==> src/rtl/wb_port_arbiter_pkg.sv <==
`default_nettype none
// ---------------------------------------------------------------------------
// wb_port_arbiter_pkg : shared core constants and types for the writeback arbiter
// Revision: 1.0
// ---------------------------------------------------------------------------
package wb_port_arbiter_pkg;

  localparam int c_ADDR_W       = 5;
  localparam int c_DATA_W       = 32;
  localparam int c_STARVE_LIMIT = 3;

  typedef enum logic [1:0] {
    GRANT_NONE = 2'd0,
    GRANT_A    = 2'd1,
    GRANT_B    = 2'd2
  } grant_e;

  // Counter must be able to hold the limit value itself.
  function automatic int cnt_width(input int limit);
    return (limit < 1) ? 1 : $clog2(limit + 1);
  endfunction

endpackage
`default_nettype wire

==> src/rtl/wb_port_arbiter_if.sv <==
`default_nettype none
// ---------------------------------------------------------------------------
// wb_port_arbiter_if : requester A/B handshakes and register-file write port
// Revision: 1.0
// ---------------------------------------------------------------------------
interface wb_port_arbiter_if;
  import wb_port_arbiter_pkg::*;

  logic                a_valid;
  logic [c_ADDR_W-1:0] a_addr;
  logic [c_DATA_W-1:0] a_data;
  logic                a_stall;

  logic                b_valid;
  logic [c_ADDR_W-1:0] b_addr;
  logic [c_DATA_W-1:0] b_data;
  logic                b_ready;

  logic                write;
  logic [c_ADDR_W-1:0] inaddress;
  logic [c_DATA_W-1:0] in;

  modport slave (
    input  a_valid, a_addr, a_data, b_valid, b_addr, b_data,
    output a_stall, b_ready, write, inaddress, in
  );

  modport master (
    output a_valid, a_addr, a_data, b_valid, b_addr, b_data,
    input  a_stall, b_ready, write, inaddress, in
  );

endinterface
`default_nettype wire

==> src/rtl/wb_starve_counter.sv <==
`default_nettype none
// ---------------------------------------------------------------------------
// wb_starve_counter : saturating wait counter with clear and limit flag
// Revision: 1.0
// ---------------------------------------------------------------------------
module wb_starve_counter
  import wb_port_arbiter_pkg::*;
#(
  parameter int LIMIT = c_STARVE_LIMIT,
  parameter int WIDTH = cnt_width(LIMIT)
) (
  input  wire logic CLK,
  input  wire logic RESET,
  input  wire logic inc,
  input  wire logic clr,
  output logic      at_limit
);

  logic [WIDTH-1:0] r_count;

  // Clear wins over increment; the count parks at LIMIT.
  always_ff @(posedge CLK) begin
    if (RESET || clr) begin
      r_count <= '0;
    end else if (inc && !at_limit) begin
      r_count <= r_count + 1'b1;
    end
  end

  assign at_limit = (r_count == WIDTH'(LIMIT));

endmodule
`default_nettype wire

==> src/rtl/wb_port_arbiter.sv <==
`default_nettype none
// ---------------------------------------------------------------------------
// wb_port_arbiter : shares one register-file write port between A and B
// Revision: 1.0
// ---------------------------------------------------------------------------
module wb_port_arbiter
  import wb_port_arbiter_pkg::*;
#(
  parameter int STARVE_LIMIT = c_STARVE_LIMIT
) (
  input  wire logic        CLK,
  input  wire logic        RESET,
  wb_port_arbiter_if.slave bus
);

  logic                w_a_real;
  logic                w_b_real;
  logic                w_conflict;
  logic                w_force;
  logic                w_at_limit;
  logic                w_b_ready;
  logic                w_a_stall;
  logic                w_cnt_inc;
  logic                w_cnt_clr;
  grant_e              w_grant;

  logic                r_write;
  logic [c_ADDR_W-1:0] r_inaddress;
  logic [c_DATA_W-1:0] r_in;

  // x0 requests are accepted but never occupy the write slot.
  always_comb begin
    w_a_real   = bus.a_valid && (bus.a_addr != '0);
    w_b_real   = bus.b_valid && (bus.b_addr != '0);
    w_conflict = w_a_real && w_b_real && (bus.a_addr != bus.b_addr);
    w_force    = w_conflict && w_at_limit;

    w_grant = GRANT_NONE;
    if (!RESET) begin
      if (w_a_real && !w_force) begin
        w_grant = GRANT_A;
      end else if (w_b_real) begin
        w_grant = GRANT_B;
      end
    end

    // Same-address B is consumed alongside A and silently dropped.
    w_b_ready = !RESET && bus.b_valid && !(w_conflict && !w_at_limit);
    w_a_stall = !RESET && w_force;

    w_cnt_inc = bus.b_valid && !w_b_ready;
    w_cnt_clr = !bus.b_valid || w_b_ready;
  end

  wb_starve_counter #(
    .LIMIT (STARVE_LIMIT)
  ) u_starve_counter (
    .CLK      (CLK),
    .RESET    (RESET),
    .inc      (w_cnt_inc),
    .clr      (w_cnt_clr),
    .at_limit (w_at_limit)
  );

  always_ff @(posedge CLK) begin
    if (RESET) begin
      r_write     <= 1'b0;
      r_inaddress <= '0;
      r_in        <= '0;
    end else begin
      r_write <= (w_grant != GRANT_NONE);
      case (w_grant)
        GRANT_A: begin
          r_inaddress <= bus.a_addr;
          r_in        <= bus.a_data;
        end
        GRANT_B: begin
          r_inaddress <= bus.b_addr;
          r_in        <= bus.b_data;
        end
        default: begin
          r_inaddress <= r_inaddress;
          r_in        <= r_in;
        end
      endcase
    end
  end

  assign bus.a_stall   = w_a_stall;
  assign bus.b_ready   = w_b_ready;
  assign bus.write     = r_write;
  assign bus.inaddress = r_inaddress;
  assign bus.in        = r_in;

endmodule
`default_nettype wire

==> src/flat_wrapper.sv <==
// flat-port wrapper written by rule: the top's interface ports become plain ports
module wb_port_arbiter_flat import wb_port_arbiter_pkg::*;
#(
  parameter int STARVE_LIMIT = c_STARVE_LIMIT
)
  (CLK, RESET, bus_a_valid, bus_a_addr, bus_a_data, bus_b_valid, bus_b_addr, bus_b_data, bus_a_stall, bus_b_ready, bus_write, bus_inaddress, bus_in);
  wb_port_arbiter_if bus_i ();
  input  wire logic CLK;
  input  wire logic RESET;
  input wire logic [$bits(bus_i.a_valid)-1:0] bus_a_valid;
  input wire logic [$bits(bus_i.a_addr)-1:0] bus_a_addr;
  input wire logic [$bits(bus_i.a_data)-1:0] bus_a_data;
  input wire logic [$bits(bus_i.b_valid)-1:0] bus_b_valid;
  input wire logic [$bits(bus_i.b_addr)-1:0] bus_b_addr;
  input wire logic [$bits(bus_i.b_data)-1:0] bus_b_data;
  output wire logic [$bits(bus_i.a_stall)-1:0] bus_a_stall;
  output wire logic [$bits(bus_i.b_ready)-1:0] bus_b_ready;
  output wire logic [$bits(bus_i.write)-1:0] bus_write;
  output wire logic [$bits(bus_i.inaddress)-1:0] bus_inaddress;
  output wire logic [$bits(bus_i.in)-1:0] bus_in;
  assign bus_i.a_valid = bus_a_valid;
  assign bus_i.a_addr = bus_a_addr;
  assign bus_i.a_data = bus_a_data;
  assign bus_i.b_valid = bus_b_valid;
  assign bus_i.b_addr = bus_b_addr;
  assign bus_i.b_data = bus_b_data;
  assign bus_a_stall = bus_i.a_stall;
  assign bus_b_ready = bus_i.b_ready;
  assign bus_write = bus_i.write;
  assign bus_inaddress = bus_i.inaddress;
  assign bus_in = bus_i.in;
  wb_port_arbiter #(.STARVE_LIMIT(STARVE_LIMIT)) u_core (.CLK(CLK), .RESET(RESET), .bus(bus_i));
endmodule
==> config.mk <==
export PLATFORM = sky130hd
export DESIGN_NAME = wb_port_arbiter_flat
export DESIGN_NICKNAME = d
export VERILOG_FILES = /design/src/rtl/wb_port_arbiter_pkg.sv /design/src/rtl/wb_port_arbiter_if.sv /design/src/rtl/wb_starve_counter.sv /design/src/rtl/wb_port_arbiter.sv /design/src/flat_wrapper.sv
export SDC_FILE = /design/constraint.sdc
export NUM_CORES = 1
export LEC_CHECK = 0
export CAP_MARGIN = 10
export CORE_ASPECT_RATIO = 1.25
export CORE_MARGIN = 8
export CORE_UTILIZATION = 40
export DETAILED_ROUTE_END_ITERATION = 7
export GPL_ROUTABILITY_DRIVEN = 0
export GPL_TIMING_DRIVEN = 0
export PLACE_DENSITY = 0.87
export SLEW_MARGIN = 20
export SYNTH_ARGS = -nofsm -noshare
export SYNTH_HDL_FRONTEND = slang
export SYNTH_SLANG_ARGS = --single-unit
==> constraint.sdc <==
create_clock -name CLK -period 7 [get_ports CLK]
set_input_delay 1.4 -clock CLK [delete_from_list [all_inputs] [get_ports CLK]]
set_output_delay 1.4 -clock CLK [all_outputs]
set_load 0.02 [all_outputs]
==> flow_summary.yaml, run 1 <==
logic_synthesis:
  synth_cell_types: 25
  synth_nets: 282
  yosysWarnings: 0
  netlist_area_um2: 1910
  netlist_instances: 200
  synth_area_per_cell_um2: 9.57
  synth-seq-cells: 40
  yosysSeqAreaShare_pct: 41.8
pwr:
  peakVddDrop_mv: 0.144
  p_leak_nw: 1.15
  p_per_area_nw_per_um2: 194
  swShare_pct: 27.9
  pwr-share-seq_pct: 40.9
  clkPwrFrac_pct: 28.9
  combPwrFrac_pct: 30.2
  switchingPower_mw: 0.177
  p_int_mw: 0.458
  p_total_mw: 0.635
place:
  postPlaceCellArea_um2: 3160
  portBuffers: 117
  dp_slack_ns: 2.22
  dp.cells: 377
  post-dp-hpwl_um: 5050
worst_setup_path:
  crit_slowest_cell: "clkdlybuf4s50_1"
  crit_path_cell_trace: "clkdlybuf4s50_1 > xnor2_1 > nand3_1 > o21ai_0 > o311a_1 > clkdlybuf4s50_1"
  critical_path.most_common_cell: "clkdlybuf4s50_1"
  rrSetupSlack_ns: 4.79
  r2r-start: "u_core.u_starve_counter.r_count[0]"
  worstRegToRegCells: 8
  rr_endpoint: "u_core.bus.in[17]"
  crit_end: "bus_b_ready"
  cp-end-kind: "primary output"
  cp_max_fo: 3
  cp_slowest_stage_delay_ns: 0.60
  cp_data_required_time_ns: 5.60
  startpoint: "bus_a_addr[3]"
  crit_type: "input pin to primary output"
  worstPathArrival_ns: 3.45
  start_kind: "input pin"
cts:
  cts_resized: 0
  path_clk_slew_ns: 0.08
  hold_buffers: 0
  clk_path_buf_depth: 2
  cts_tree: "done"
  clk_latency_ns: 0.29
  cts_made_buffers: 5
  cts_root_buf: "clkbuf_8"
  h-tree-depth: 2
  cts.sinks: 40
  post_cts_buffers: 0
hold_path:
  hp-class: "register to register"
grt:
  antenna_found_initial: 0
  grt_usage_pct: 16.7
  grt_pass1_wl_um: 9850
  grt_max_degree: 13
  grt_overflow: 0
  grt_pass1_vias: 2008
final_layout:
  final_common_cell: "clkdlybuf4s50_1"
  n_fill_cell: 401
  area_delta_synth_final_pct: 70.7
  fin_util_pct: 70.1
  final_cell_mix: "clkdlybuf4s50_1, dfxtp_1, nor2_1"
  design_area_um2: 3270
  multi_input_area_um2: 1030
  drive_gt1_share_pct: 5.23
  seq_area_um2: 801
  stdcell_count: 385
  layout.nets: 406
  diodes: 0
job:
  cap_viol_max_count: 0
timing:
  worst_slack_ns: 2.15
  hold_ws_ns: 0.434
  max_slew_margin_pct: 68.2
  worst_slew_pin_slew_ns: 0.477
  setup_viol: 0
  max_freq_mhz: 206
  period_share_pct: 69.3
  skew_ns: 0.00541
  slew_violations: 0
  rsz0062_at_grt: "false"
  tns_ns: 0
  hold_violations: 0
  fin_crit_ns: 4.85
outcome:
  status: "finished clean"
floorplanning:
  die_h_um: 93.3
  initial_utilization_pct: 41.1
  dieArea_um2: 7270
  ios: 118
  die_w_um: 77.9
  rows: 28
  core_area_um2: 4660
route:
  wl_per_cell_um: 16.4
  ant_nets: 0
  vias: 1953
  drt-pass1-iter-count: 4
  via_per_inst: 5.07
  first_iter_violations: 96
  drc: 0
  wirelength_um: 6310
metal layers:
layer	track usage [%]	share of wire, %
met3	5.37	6.8
met5	0	0
met2	29.4	51
met1	18.9	42
met4	3.79	0.78
power groups by stage:
stage / logic [mW] / registers (mW) / clock network, mW
2_1_floorplan: 0.0611 / 0.291 / 0
3_3_place_gp: 0.189 / 0.264 / 0
3_5_place_dp: 0.192 / 0.265 / 0
4_1_cts: 0.193 / 0.260 / 0.188
5_1_grt: 0.206 / 0.262 / 0.197
6_report: 0.191 / 0.260 / 0.183
worst max-delay path: cells and delay by family:
kind	cells	cell delay (ns)
buffers and inverters	2	1.15
AOI/OAI and AO/OA	2	0.60
and+or+nand+nor	1	0.16
xor gates and xnor gates	1	0.13
Yosys cell counts:
| library cell | count | area share [%] |
|---|---|---|
| a211oi_1 | 37 | 15 |
| a21oi_1 | 1 | 0.26 |
| buf_1 | 2 | 0.39 |
| buf_2 | 4 | 1.0 |
| buf_4 | 3 | 1.2 |
| clkbuf_1 | 8 | 1.6 |
| dfxtp_1 | 40 | 42 |
| ha_1 | 4 | 2.6 |
| inv_1 | 1 | 0.20 |
| mux2i_1 | 37 | 19 |
| nand2_1 | 3 | 0.59 |
| nand2b_1 | 1 | 0.33 |
| nand3_1 | 1 | 0.26 |
| nor2_1 | 39 | 7.6 |
| nor3_1 | 2 | 0.52 |
| nor3b_1 | 1 | 0.39 |
| nor4_1 | 1 | 0.33 |
| o211ai_1 | 1 | 0.39 |
| o211ai_2 | 1 | 0.65 |
| o21a_1 | 3 | 1.2 |
| o21ai_0 | 2 | 0.52 |
| o21ai_4 | 1 | 0.85 |
| o311a_1 | 1 | 0.52 |
| or4_4 | 1 | 0.59 |
| xnor2_1 | 5 | 2.3 |
how the worst min path moves through the flow:
stage,endpoint,slack (ns),cells after the start,start
after floorplan,u_core.u_starve_counter.r_count[0],0.41,1,u_core.u_starve_counter.r_count[0]
after global placement,u_core.u_starve_counter.r_count[0],0.41,1,u_core.u_starve_counter.r_count[0]
after detailed placement,u_core.u_starve_counter.r_count[0],0.43,1,u_core.u_starve_counter.r_count[0]
after CTS,u_core.u_starve_counter.r_count[0],0.44,1,u_core.u_starve_counter.r_count[0]
after global routing,u_core.u_starve_counter.r_count[0],0.45,1,u_core.u_starve_counter.r_count[0]
final,u_core.u_starve_counter.r_count[0],0.43,1,u_core.u_starve_counter.r_count[0]
sequential cells by signal, indices dropped and copies added (netlist names):
signal	flops
u_core.bus.in	32
u_core.bus.write	1
u_core.u_starve_counter.r_count	2
u_core.bus.inaddress	5
logic make-up (layout without fill, tap and decap cells):
kind of cell | count (synthesis) | after routing | synth area share, %
AOI/OAI and AO/OA | 47 | 47 | 18.9
muxes | 37 | 37 | 19.3
DFF | 40 | 40 | 41.8
xor gates and xnor gates | 5 | 5 | 2.29
adders and majority gates | 4 | 4 | 2.61
buffers and inverters | 18 | 143 | 4.38
and+or+nand+nor | 49 | 49 | 10.7
cell type report:
type | instances | area share [%]
Timing Repair Buffer | 117 | 35.8
Inverter | 1 | 0.115
Tap cell | 60 | 2.30
Clock buffer | 6 | 2.22
Multi-Input combinational cell | 142 | 31.5
Buffer | 17 | 2.45
Clock inverter | 2 | 1.07
Sequential cell | 40 | 24.5
(Power assumes the default switching activity.)
==> run 2: changes to the inputs <==
- CORE_UTILIZATION: 40 -> 33
- PLACE_DENSITY: 0.87 -> 0.77
- clock period: 7 -> 4.2 ns (I/O delays scaled with it)
==> flow_summary.yaml, run 2 (synthesis results as in run 1) <==
cts:
  cts_resized: 0
  post_cts_buffers: 0
  h-tree-depth: 2
  clk_latency_ns: 0.28
  cts_root_buf: "clkbuf_8"
  clk_path_buf_depth: 2
  cts.sinks: 40
  cts_tree: "done"
  hold_buffers: 0
  path_clk_slew_ns: 0.07
  cts_made_buffers: 5
timing:
  slew_violations: 0
  skew_ns: 0.00459
  rsz0062_at_grt: "false"
  hold_ws_ns: 0.432
  fin_crit_ns: 3.69
  setup_viol: 0
  max_slew_margin_pct: 68.0
  max_freq_mhz: 271
  hold_violations: 0
  period_share_pct: 87.9
  tns_ns: 0
  worst_slew_pin_slew_ns: 0.481
  worst_slack_ns: 0.509
pwr:
  swShare_pct: 29.2
  switchingPower_mw: 0.288
  clkPwrFrac_pct: 23.9
  peakVddDrop_mv: 0.140
  p_total_mw: 0.987
  p_leak_nw: 1.14
  combPwrFrac_pct: 32.3
  p_per_area_nw_per_um2: 304
  pwr-share-seq_pct: 43.8
  p_int_mw: 0.699
final_layout:
  stdcell_count: 390
  drive_gt1_share_pct: 4.94
  n_fill_cell: 514
  layout.nets: 406
  area_delta_synth_final_pct: 69.5
  final_cell_mix: "clkdlybuf4s50_1, dfxtp_1, nor2_1"
  largest_register_ffs: 32
  diodes: 0
  final_common_cell: "clkdlybuf4s50_1"
floorplanning:
  rows: 31
  core_area_um2: 5700
  dieArea_um2: 8510
  initial_utilization_pct: 33.6
  die_h_um: 101
  ios: 118
  die_w_um: 84.1
route:
  first_iter_violations: 41
  ant_nets: 0
  drc: 0
  vias: 1953
  wl_per_cell_um: 16.0
  drt-pass1-iter-count: 4
  wirelength_um: 6250
  via_per_inst: 5.01
grt:
  grt_pass1_wl_um: 10100
  grt_overflow: 0
  grt_max_degree: 12
  grt_pass1_vias: 2069
  antenna_found_initial: 0
  grt_usage_pct: 14.5
place:
  post-dp-hpwl_um: 5010
  dp.cells: 383
  dp_slack_ns: 0.519
  portBuffers: 117
worst_setup_path:
  crit_slowest_cell: "clkdlybuf4s50_1"
  worstPathArrival_ns: 2.85
  cp-end-kind: "primary output"
  start_kind: "input pin"
  cp_top_family: "buffers and inverters"
  cp_data_required_time_ns: 3.36
  crit_path_cell_trace: "clkdlybuf4s50_1 > or4_4 > o21ai_4 > o311a_1 > clkdlybuf4s50_1"
  cp_max_fo: 4
  cp_slowest_stage_delay_ns: 0.61
  critical_path.most_common_cell: "clkdlybuf4s50_1"
  path_buf_inv: 2
  crit_type: "input pin to primary output"
job:
  cap_viol_max_count: 0
outcome:
  status: "finished clean"
hold_path:
  hp-class: "register to register"
## run 2: area by class of cell
class / count / area [um2] / area share, %
timing repair buffer: 117 / 1170 / 36.1
multi-input combinational: 142 / 1030 / 31.7
sequential: 40 / 801 / 24.7
tap: 66 / 82.6 / 2.54
buffer: 17 / 80.1 / 2.47
clock buffer: 6 / 72.6 / 2.24
clock inverter: 1 / 5.00 / 0.154
inverter: 1 / 3.75 / 0.116
## run 2: final timing paths
kind / endpoint / startpoint / cells past startpoint / slack (ns)
min: u_core.u_starve_counter.r_count[0] / u_core.u_starve_counter.r_count[0] / 1 / 0.43
max reg2reg: u_core.bus.in[11] / u_core.u_starve_counter.r_count[0] / 8 / 2.04
max: bus_b_ready / bus_a_addr[0] / 5 / 0.51
min reg2reg: u_core.u_starve_counter.r_count[0] / u_core.u_starve_counter.r_count[0] / 1 / 0.43
## run 2: power by group through the flow
stage	Clock (mW)	Sequential, mW	Combinational (mW)
floorplan	0	0.484	0.102
global placement	0	0.439	0.317
detailed placement	0	0.441	0.322
CTS	0.244	0.432	0.323
global route	0.261	0.437	0.343
finish	0.236	0.432	0.318
## run 2: layer usage
layer,up-vias,part of all wire (%),track usage (%),routed length [um]
met5,-,0,0,0
met4,0,1.1,4.53,71
met3,7,6.3,3.86,394
met2,62,53,26.6,3340
met1,915,39,15.6,2450
li1,969,-,-,-
## run 2: worst reg2reg max path: stages (launching register included)
cell and delay (ns):
dfxtp_1 0.34, ha_1 0.24, nand2_1 0.09, o211ai_1 0.30
ha_1 0.21, buf_2 0.20, clkbuf_1 0.37, nor2_1 0.09
a211oi_1 0.22
## run 2: through the flow
stage | instance area (um2) | utilization [%]
2_1_floorplan | 1910 | -
3_3_place_gp | 3170 | 55.6
3_5_place_dp | 3170 | 55.6
4_1_cts | 3250 | 56.9
5_1_grt | 3250 | 56.9
6_report | 3250 | 56.9
==> run 3: changes to the inputs <==
- clock period: 4.2 -> 3 ns (I/O delays scaled with it)
==> flow_summary.yaml, run 3 (synthesis results as in run 1) <==
grt:
  antenna_found_initial: 0
  grt_usage_pct: 14.5
  grt_overflow: 0
  grt_max_degree: 12
  grt_pass1_vias: 2069
  grt_pass1_wl_um: 10100
cts:
  path_clk_slew_ns: 0.07
  cts_tree: "done"
  h-tree-depth: 2
  clk_path_buf_depth: 2
  clk_latency_ns: 0.28
  cts_root_buf: "clkbuf_8"
  cts.sinks: 40
  cts_made_buffers: 5
worst_setup_path:
  cp_data_required_time_ns: 2.40
  cp-end-kind: "primary output"
  crit_type: "input pin to primary output"
  start_kind: "input pin"
  worstPathArrival_ns: 2.31
  cp_max_fo: 4
hold_path:
  hp-class: "register to register"
final_layout:
  largest_register_ffs: 32
  fin_util_pct: 57.2
  final_cell_mix: "clkdlybuf4s50_1, dfxtp_1, nor2_1"
  drive_gt1_share_pct: 6.79
  diodes: 0
  final_common_cell: "clkdlybuf4s50_1"
  layout.nets: 406
  n_fill_cell: 510
  area_delta_synth_final_pct: 70.5
pwr:
  p_int_mw: 0.981
  peakVddDrop_mv: 0.195
  p_per_area_nw_per_um2: 424
  clkPwrFrac_pct: 23.8
  switchingPower_mw: 0.403
  combPwrFrac_pct: 32.5
  swShare_pct: 29.1
  p_leak_nw: 1.16
  pwr-share-seq_pct: 43.7
timing:
  max_slew_margin_pct: 68.1
  setup_viol: 0
  fin_crit_ns: 2.91
  max_freq_mhz: 343
  hold_violations: 0
  skew_ns: 0.00458
  worst_slew_pin_slew_ns: 0.478
  worst_slack_ns: 0.0861
  period_share_pct: 97.1
  slew_violations: 0
  rsz0062_at_grt: "true"
  tns_ns: 0
floorplanning:
  dieArea_um2: 8510
  die_w_um: 84.1
  die_h_um: 101
  rows: 31
  initial_utilization_pct: 33.6
  ios: 118
  core_area_um2: 5700
place:
  post-dp-hpwl_um: 5010
  portBuffers: 117
  dp_slack_ns: -0.275
route:
  vias: 1946
  first_iter_violations: 46
  wl_per_cell_um: 16.1
  drc: 0
  ant_nets: 0
  drt-pass1-iter-count: 4
  wirelength_um: 6270
  via_per_inst: 4.99
job:
  cap_viol_max_count: 0
outcome:
  status: "finished clean"
-- run 3: cell count changes in the layout (fill, tap and decap cells not counted), moves of 2 or more --
| cell | delta |
|---|---|
| clkbuf_1 | -3 |
| clkbuf_2 | +3 |
| clkbuf_4 | +2 |
| clkdlybuf4s50_1 | -2 |
-- run 3: power groups by stage --
| stage | Clock, mW | Combinational [mW] | Sequential, mW |
|---|---|---|---|
| detailed placement | 0 | 0.451 | 0.617 |
| global placement | 0 | 0.444 | 0.615 |
| finish | 0.330 | 0.449 | 0.605 |
| floorplan | 0 | 0.143 | 0.678 |
| CTS | 0.342 | 0.452 | 0.605 |
| global route | 0.366 | 0.484 | 0.612 |
-- run 3: worst paths after layout --
kind / from / end / slack [ns] / cells after the start
max: bus_a_addr[0] / bus_b_ready / 0.09 / 5
min: u_core.u_starve_counter.r_count[0] / u_core.u_starve_counter.r_count[0] / 0.43 / 1
max reg2reg: u_core.u_starve_counter.r_count[0] / u_core.bus.in[4] / 0.93 / 8
min reg2reg: u_core.u_starve_counter.r_count[0] / u_core.u_starve_counter.r_count[0] / 0.43 / 1
-- run 3: per-layer routing --
layer / up-vias / track usage, % / wire length, um
met4: 0 / 4.53 / 76
met3: 7 / 3.86 / 373
met1: 912 / 15.6 / 2450
met5: - / 0 / 0
li1: 969 / - / -
met2: 58 / 26.6 / 3380
-- run 3: cell type report --
class,count,area [um2],share of cell area (%)
sequential,40,801,24.5
clock inverter,1,5.00,0.153
multi-input combinational,142,1040,31.8
tap,66,82.6,2.53
inverter,1,3.75,0.115
clock buffer,6,72.6,2.22
buffer,17,90.1,2.76
timing repair buffer,117,1170,35.9
-- run 3: critical path, cell delays in order --
cell,delay [ns]
clkdlybuf4s50_1,0.46
or4_4,0.59
o21ai_4,0.17
o311a_1,0.19
clkdlybuf4s15_1,0.31
-- run 3: what timing repair did --
action	CTS	global route
hold buffers	0	0
setup buffers	0	0
endpoints found under the setup margin	2	33
hold endpoints to repair	0	0
gates resized for setup	2	14
-- run 3: metrics by stage --
stage	total power [mW]	hold WS (ns)	instances	cell area, um2
CTS	1.40	0.433	390	3240
global route	1.46	0.466	390	3260
floorplan	0.821	0.405	200	1910
global placement	1.06	0.413	383	3170
finish	1.38	0.432	390	3260
detailed placement	1.07	0.424	383	3170
